--- config.mk ---
export PLATFORM = sky130hd
export DESIGN_NAME = hamming_stream_encoder
export DESIGN_NICKNAME = d
export VERILOG_FILES = /design/src/rtl/hamming_pkg.sv /design/src/rtl/hamming_skid_buf.sv /design/src/rtl/hamming_stream_encoder.sv
export SDC_FILE = /design/constraint.sdc
export NUM_CORES = 1
export LEC_CHECK = 0
export ABC_AREA = 1
export CORE_UTILIZATION = 50
export CTS_CLUSTER_SIZE = 28
export DETAILED_ROUTE_END_ITERATION = 16
export GPL_ROUTABILITY_DRIVEN = 1
export PLACE_DENSITY = 0.77
export SLEW_MARGIN = 40
export SYNTH_ARGS = -nofsm -noshare
export SYNTH_HDL_FRONTEND = slang
export SYNTH_HIERARCHICAL = 1
export SYNTH_SLANG_ARGS = --single-unit
--- constraint.sdc ---
create_clock -name clk -period 1.76 [get_ports clk]
set_clock_uncertainty 0.2 [all_clocks]
set_input_delay 0.176 -clock clk [delete_from_list [all_inputs] [get_ports clk]]
set_output_delay 0.176 -clock clk [all_outputs]
set_load 0.05 [all_outputs]
--- src/rtl/hamming_pkg.sv ---
// Shared Hamming helpers for the stream encoder and the future decoder.
// Build option: define HAMMING_SECDED_EN to append an overall even-parity bit (SEC-DED).
package hamming_pkg;

  localparam int MAX_DATA_W = 57;
  localparam int MAX_CW_W   = 64;

`ifdef HAMMING_SECDED_EN
  localparam int SECDED_BITS = 1;
`else
  localparam int SECDED_BITS = 0;
`endif

  typedef enum logic [1:0] {
    SKID_EMPTY,
    SKID_ONE,
    SKID_TWO
  } skid_state_e;

  // Smallest p with 2**p >= data_w + p + 1.
  function automatic int par_w(input int data_w);
    int p;
    p = 0;
    for (int i = 1; i < 8; i++) begin
      if (p == 0 && (1 << i) >= data_w + i + 1) begin
        p = i;
      end
    end
    return p;
  endfunction

  function automatic bit is_pow2(input int pos);
    return (pos != 0) && ((pos & (pos - 1)) == 0);
  endfunction

  // Codeword position i (1-based) lives in bit i-1; bits above the codeword stay zero.
  function automatic logic [MAX_CW_W-1:0] hamming_encode(
    input logic [MAX_DATA_W-1:0] data,
    input int                    data_w,
    input bit                    secded
  );
    logic [MAX_CW_W-1:0] cw;
    logic [5:0]          di;
    logic                par;
    int                  n;
    cw = '0;
    di = '0;
    n  = data_w + par_w(data_w);
    for (int pos = 1; pos < MAX_CW_W; pos++) begin
      if (pos <= n && !is_pow2(pos)) begin
        cw[6'(pos - 1)] = data[di];
        di = di + 6'd1;
      end
    end
    for (int k = 0; k < 6; k++) begin
      par = 1'b0;
      for (int pos = 1; pos < MAX_CW_W; pos++) begin
        if (pos <= n && !is_pow2(pos) && (pos & (1 << k)) != 0) begin
          par = par ^ cw[6'(pos - 1)];
        end
      end
      if ((1 << k) <= n) begin
        cw[6'((1 << k) - 1)] = par;
      end
    end
    if (secded && n < MAX_CW_W) begin
      cw[6'(n)] = ^cw;
    end
    return cw;
  endfunction

endpackage

--- src/rtl/hamming_skid_buf.sv ---
// Two-entry valid/ready skid buffer: output register plus one skid register.
// in_ready and out_valid are both registered so neither side sees a combinational path.
module hamming_skid_buf
  import hamming_pkg::*;
#(
  parameter int WIDTH = 8
) (
  input  logic             clk,
  input  logic             rst_n,
  input  logic             in_valid,
  output logic             in_ready,
  input  logic [WIDTH-1:0] in_data,
  output logic             out_valid,
  input  logic             out_ready,
  output logic [WIDTH-1:0] out_data
);

  skid_state_e      state_q, state_d;
  logic [WIDTH-1:0] or_q, or_d;
  logic [WIDTH-1:0] sr_q, sr_d;
  logic             out_valid_q, out_valid_d;
  logic             in_ready_q, in_ready_d;
  logic             accept;
  logic             pop;

  always_comb begin
    accept      = in_valid & in_ready_q;
    pop         = out_valid_q & out_ready;
    state_d     = state_q;
    or_d        = or_q;
    sr_d        = sr_q;
    unique case (state_q)
      SKID_EMPTY: begin
        if (accept) begin
          or_d    = in_data;
          state_d = SKID_ONE;
        end
      end
      SKID_ONE: begin
        if (accept && pop) begin
          or_d = in_data;
        end else if (accept) begin
          sr_d    = in_data;
          state_d = SKID_TWO;
        end else if (pop) begin
          state_d = SKID_EMPTY;
        end
      end
      SKID_TWO: begin
        // The skid word always drains first so ordering is preserved.
        if (pop) begin
          or_d = sr_q;
          if (accept) begin
            sr_d = in_data;
          end else begin
            state_d = SKID_ONE;
          end
        end
      end
      default: state_d = SKID_EMPTY;
    endcase
    out_valid_d = (state_d != SKID_EMPTY);
    in_ready_d  = (state_d != SKID_TWO);
  end

  always_ff @(posedge clk) begin
    if (!rst_n) begin
      state_q     <= SKID_EMPTY;
      or_q        <= '0;
      sr_q        <= '0;
      out_valid_q <= 1'b0;
      in_ready_q  <= 1'b1;
    end else begin
      state_q     <= state_d;
      or_q        <= or_d;
      sr_q        <= sr_d;
      out_valid_q <= out_valid_d;
      in_ready_q  <= in_ready_d;
    end
  end

  assign in_ready  = in_ready_q;
  assign out_valid = out_valid_q;
  assign out_data  = or_q;

endmodule

--- src/rtl/hamming_stream_encoder.sv ---
// Streaming Hamming encoder: combinational encode feeding a 2-entry skid buffer, plus a pop counter.
// Build option: HAMMING_SECDED_EN (via hamming_pkg) widens out_cw by one overall-parity bit.
module hamming_stream_encoder
  import hamming_pkg::*;
#(
  parameter  int DATA_W = 4,
  parameter  int CNT_W  = 16,
  localparam int PAR_W  = par_w(DATA_W),
  localparam int CW_W   = DATA_W + PAR_W + SECDED_BITS
) (
  input  logic              clk,
  input  logic              rst_n,
  input  logic              in_valid,
  output logic              in_ready,
  input  logic [DATA_W-1:0] in_data,
  output logic              out_valid,
  input  logic              out_ready,
  output logic [CW_W-1:0]   out_cw,
  input  logic              cnt_clr,
  output logic [CNT_W-1:0]  word_cnt
);

  logic [CW_W-1:0]  cw_enc;
  logic [CNT_W-1:0] word_cnt_q, word_cnt_d;
  logic             pop;

  always_comb begin
    cw_enc = CW_W'(hamming_encode(MAX_DATA_W'(in_data), DATA_W, SECDED_BITS != 0));
  end

  hamming_skid_buf #(
    .WIDTH(CW_W)
  ) u_skid (
    .clk      (clk),
    .rst_n    (rst_n),
    .in_valid (in_valid),
    .in_ready (in_ready),
    .in_data  (cw_enc),
    .out_valid(out_valid),
    .out_ready(out_ready),
    .out_data (out_cw)
  );

  // Clear wins over a simultaneous pop.
  always_comb begin
    pop        = out_valid & out_ready;
    word_cnt_d = word_cnt_q;
    if (cnt_clr) begin
      word_cnt_d = '0;
    end else if (pop) begin
      word_cnt_d = word_cnt_q + CNT_W'(1);
    end
  end

  always_ff @(posedge clk) begin
    if (!rst_n) begin
      word_cnt_q <= '0;
    end else begin
      word_cnt_q <= word_cnt_d;
    end
  end

  assign word_cnt = word_cnt_q;

endmodule

==> flow_metrics.tcl <==
set metrics [dict create \
    outcome "completed" \
    hold_viol 0 \
    clock_sinks 34 \
    clk_pin_slew_ns 0.10 \
    leakage_nw 1.07 \
    instances_no_fill 353 \
    drive_above_1_share_pct 19.2 \
    num_antenna_cells 0 \
    layout_common_cells "65 x nand2_1, 39 x inv_1, 33 x nor2_1" \
    pre_cts_slack_ns 0.000280 \
    ys_seq_area_share_pct 38.2 \
    hold_path.startpoint "u_skid/sr_q[5]" \
    worstHoldEndpoint "u_skid/sr_q[5]" \
    place_inst 345 \
    rr_startpoint "word_cnt[1]" \
    cts_tree "built" \
    htreeDepth 2 \
    peakVddDrop_mv 0.389 \
    synth_cell_types 25 \
    cp.required_ns 1.80 \
    critPathCaptureType "flip-flop" \
    die_area_um2 3810 \
    nNetsFinal 316 \
    r2r_cells 8 \
    die_h_um 61.7 \
    syn_area_per_cell_um2 6.67 \
    arrival_ns 1.57 \
    grt_util_all_layers_pct 20.6 \
    ctsLongestPathBuffers 2 \
    power.density_nw_per_um2 812 \
    die_x_um 61.7 \
    numCtsBuffers 5 \
    rrSetupSlack_ns 0.22 \
    grt-ovfl-total 0 \
    vias_per_cell 4.81 \
    place.gp.congestion 0.837 \
    final_common_cell "nand2_1" \
    grt_pass1_wl_mm 5.73 \
    tns_ns 0 \
    cp_max_fo 4 \
    cts_hold_buf 0 \
    start_util_pct 53.0 \
    maxSlewViolCount 0 \
    whs_path_depth 2 \
    critical_path_class "flip-flop to flip-flop" \
    wirelength_mm 3.44 \
    post-route-period-util_pct 87.3 \
    cap_violations 0 \
    hold_path.class "flip-flop to flip-flop" \
    synth_cells 267 \
    avgRoutedWirePerCell_um 9.75 \
    syn-num-nets 277 \
    clk_latency_ns 0.33 \
    area_growth_pct 22.8 \
    dr.pass1.iters 4 \
    r2r-end "word_cnt[8]" \
    cts-resized-gates 0 \
    drtIter0Drc 72 \
    setup_viol 0 \
    hpwl_mm 2.53 \
    io_buffers 33 \
    cp-start-kind "flip-flop" \
    max-slew-margin-rel_pct 79.2 \
    vias 1697 \
    total_power_mw 1.78 \
    boundaryPins 34 \
    grt_pass1_vias 1415 \
    antenna_found_initial 0 \
    core-area_um2 3360 \
    grt_max_degree 17 \
    rsz0062_at_grt "false" \
    root_buffer "clkbuf_4" \
    route.detailed.drc 0 \
    drtAntennaViolNets 0 \
    setup_slack_ns 0.224 \
    num_rows 21 \
    yosysWarnings 6 \
    ys_seq_elements 34 \
    synth_area_um2 1780 \
    tightest_slew_ns 0.311 \
    clock.fmax_mhz 651 \
    min_period_ns 1.54 \
    post-cts-setup-buffers 0 \
]
==> synth_stat cells <==
cell type,n,area share (%)
ha_1,1,0.70
inv_1,39,8.2
xnor2_1,3,1.5
nor2_1,33,7.0
buf_6,2,1.3
inv_2,2,0.42
nand2_1,65,14
buf_2,1,0.28
xor2_1,2,0.98
nor3_1,3,0.84
o21ai_0,7,2.0
clkbuf_1,3,0.63
nand2_2,4,1.4
nand2_4,3,1.9
o21ai_1,2,0.56
buf_4,1,0.42
dfxtp_1,34,38
nand4_1,2,0.70
nand3_1,24,6.7
a21oi_1,26,7.3
nand3_2,1,0.56
nor2_4,3,1.9
nor2_2,4,1.4
and3_1,1,0.35
nor2_8,1,1.1
==> worst max-delay path by stage <==
stage | start | to | slack [ns] | cells after the start
5_1_grt | word_cnt[1] | word_cnt[14] | 0.07 | 8
3_3_place_gp | out_ready | word_cnt[11] | 0.008 | 8
2_1_floorplan | u_skid/out_valid | word_cnt[15] | 0.03 | 7
4_1_cts | word_cnt[1] | word_cnt[14] | 0.22 | 8
3_5_place_dp | out_ready | word_cnt[11] | 0.0003 | 8
6_report | word_cnt[1] | word_cnt[8] | 0.22 | 8
==> layout make-up <==
class / count / area (um^2)
repair buffers: 39 / 313
well taps: 46 / 57.6
multi-input cells: 185 / 901
fillers: 334 / 1180
clock buffers: 8 / 78.8
flip-flops and latches: 34 / 683
inverters: 41 / 154
==> critical path: stages, from the launching register on <==
cell and delay [ns]:
dfxtp_2 0.37, ha_1 0.19, nand2_1 0.08, nor2_2 0.20, nand2_4 0.09, nor2_4 0.09
nand2_2 0.06, o21ai_1 0.12, nor2_1 0.05
==> cells by family (layout without fill, tap and decap cells) <==
group                      after synthesis  count (layout)  share of synthesized area [%]
DFF                                     34              34                           38.2
adders and majority gates                1               1                          0.702
xor gates and xnor gates                 5               5                           2.46
buffers and inverters                   48              88                           11.2
and+or+nand+nor                        144             144                           37.6
AOI/OAI and AO/OA                       35              35                           9.83
==> routing by layer <==
layer / vias up / track usage, % / wire, um
met5: - / 0 / 0
met1: 747 / 22.9 / 1560
met3: 2 / 6.83 / 171
li1: 911 / - / -
met2: 37 / 36.4 / 1690
met4: 0 / 7.62 / 25
==> stage by stage <==
stage | util [%] | cell area, um^2 | hold WS, ns
2_1_floorplan | - | 1780 | 0.168
6_report | 65.0 | 2190 | 0.292
3_3_place_gp | 62.7 | 2110 | 0.261
5_1_grt | 65.0 | 2190 | 0.317
3_5_place_dp | 62.7 | 2110 | 0.271
4_1_cts | 65.0 | 2190 | 0.298
==> flip-flops by register name, indices dropped and copies added, names as in the netlist <==
signal            flops
u_skid/in_ready       1
u_skid/out_valid      1
u_skid/state_q        2
word_cnt             16
u_skid/sr_q           7
u_skid/out_data       7
==> power by group <==
group | leakage [nW] | internal [mW] | switching, mW | total [mW]
logic | 0.745 | 0.139 | 0.260 | 0.399
clock network | 0.0446 | 0.273 | 0.260 | 0.533
registers | 0.278 | 0.816 | 0.0295 | 0.845
total | 1.07 | 1.23 | 0.549 | 1.78
No activity file was read; power rests on OpenSTA's default activity.
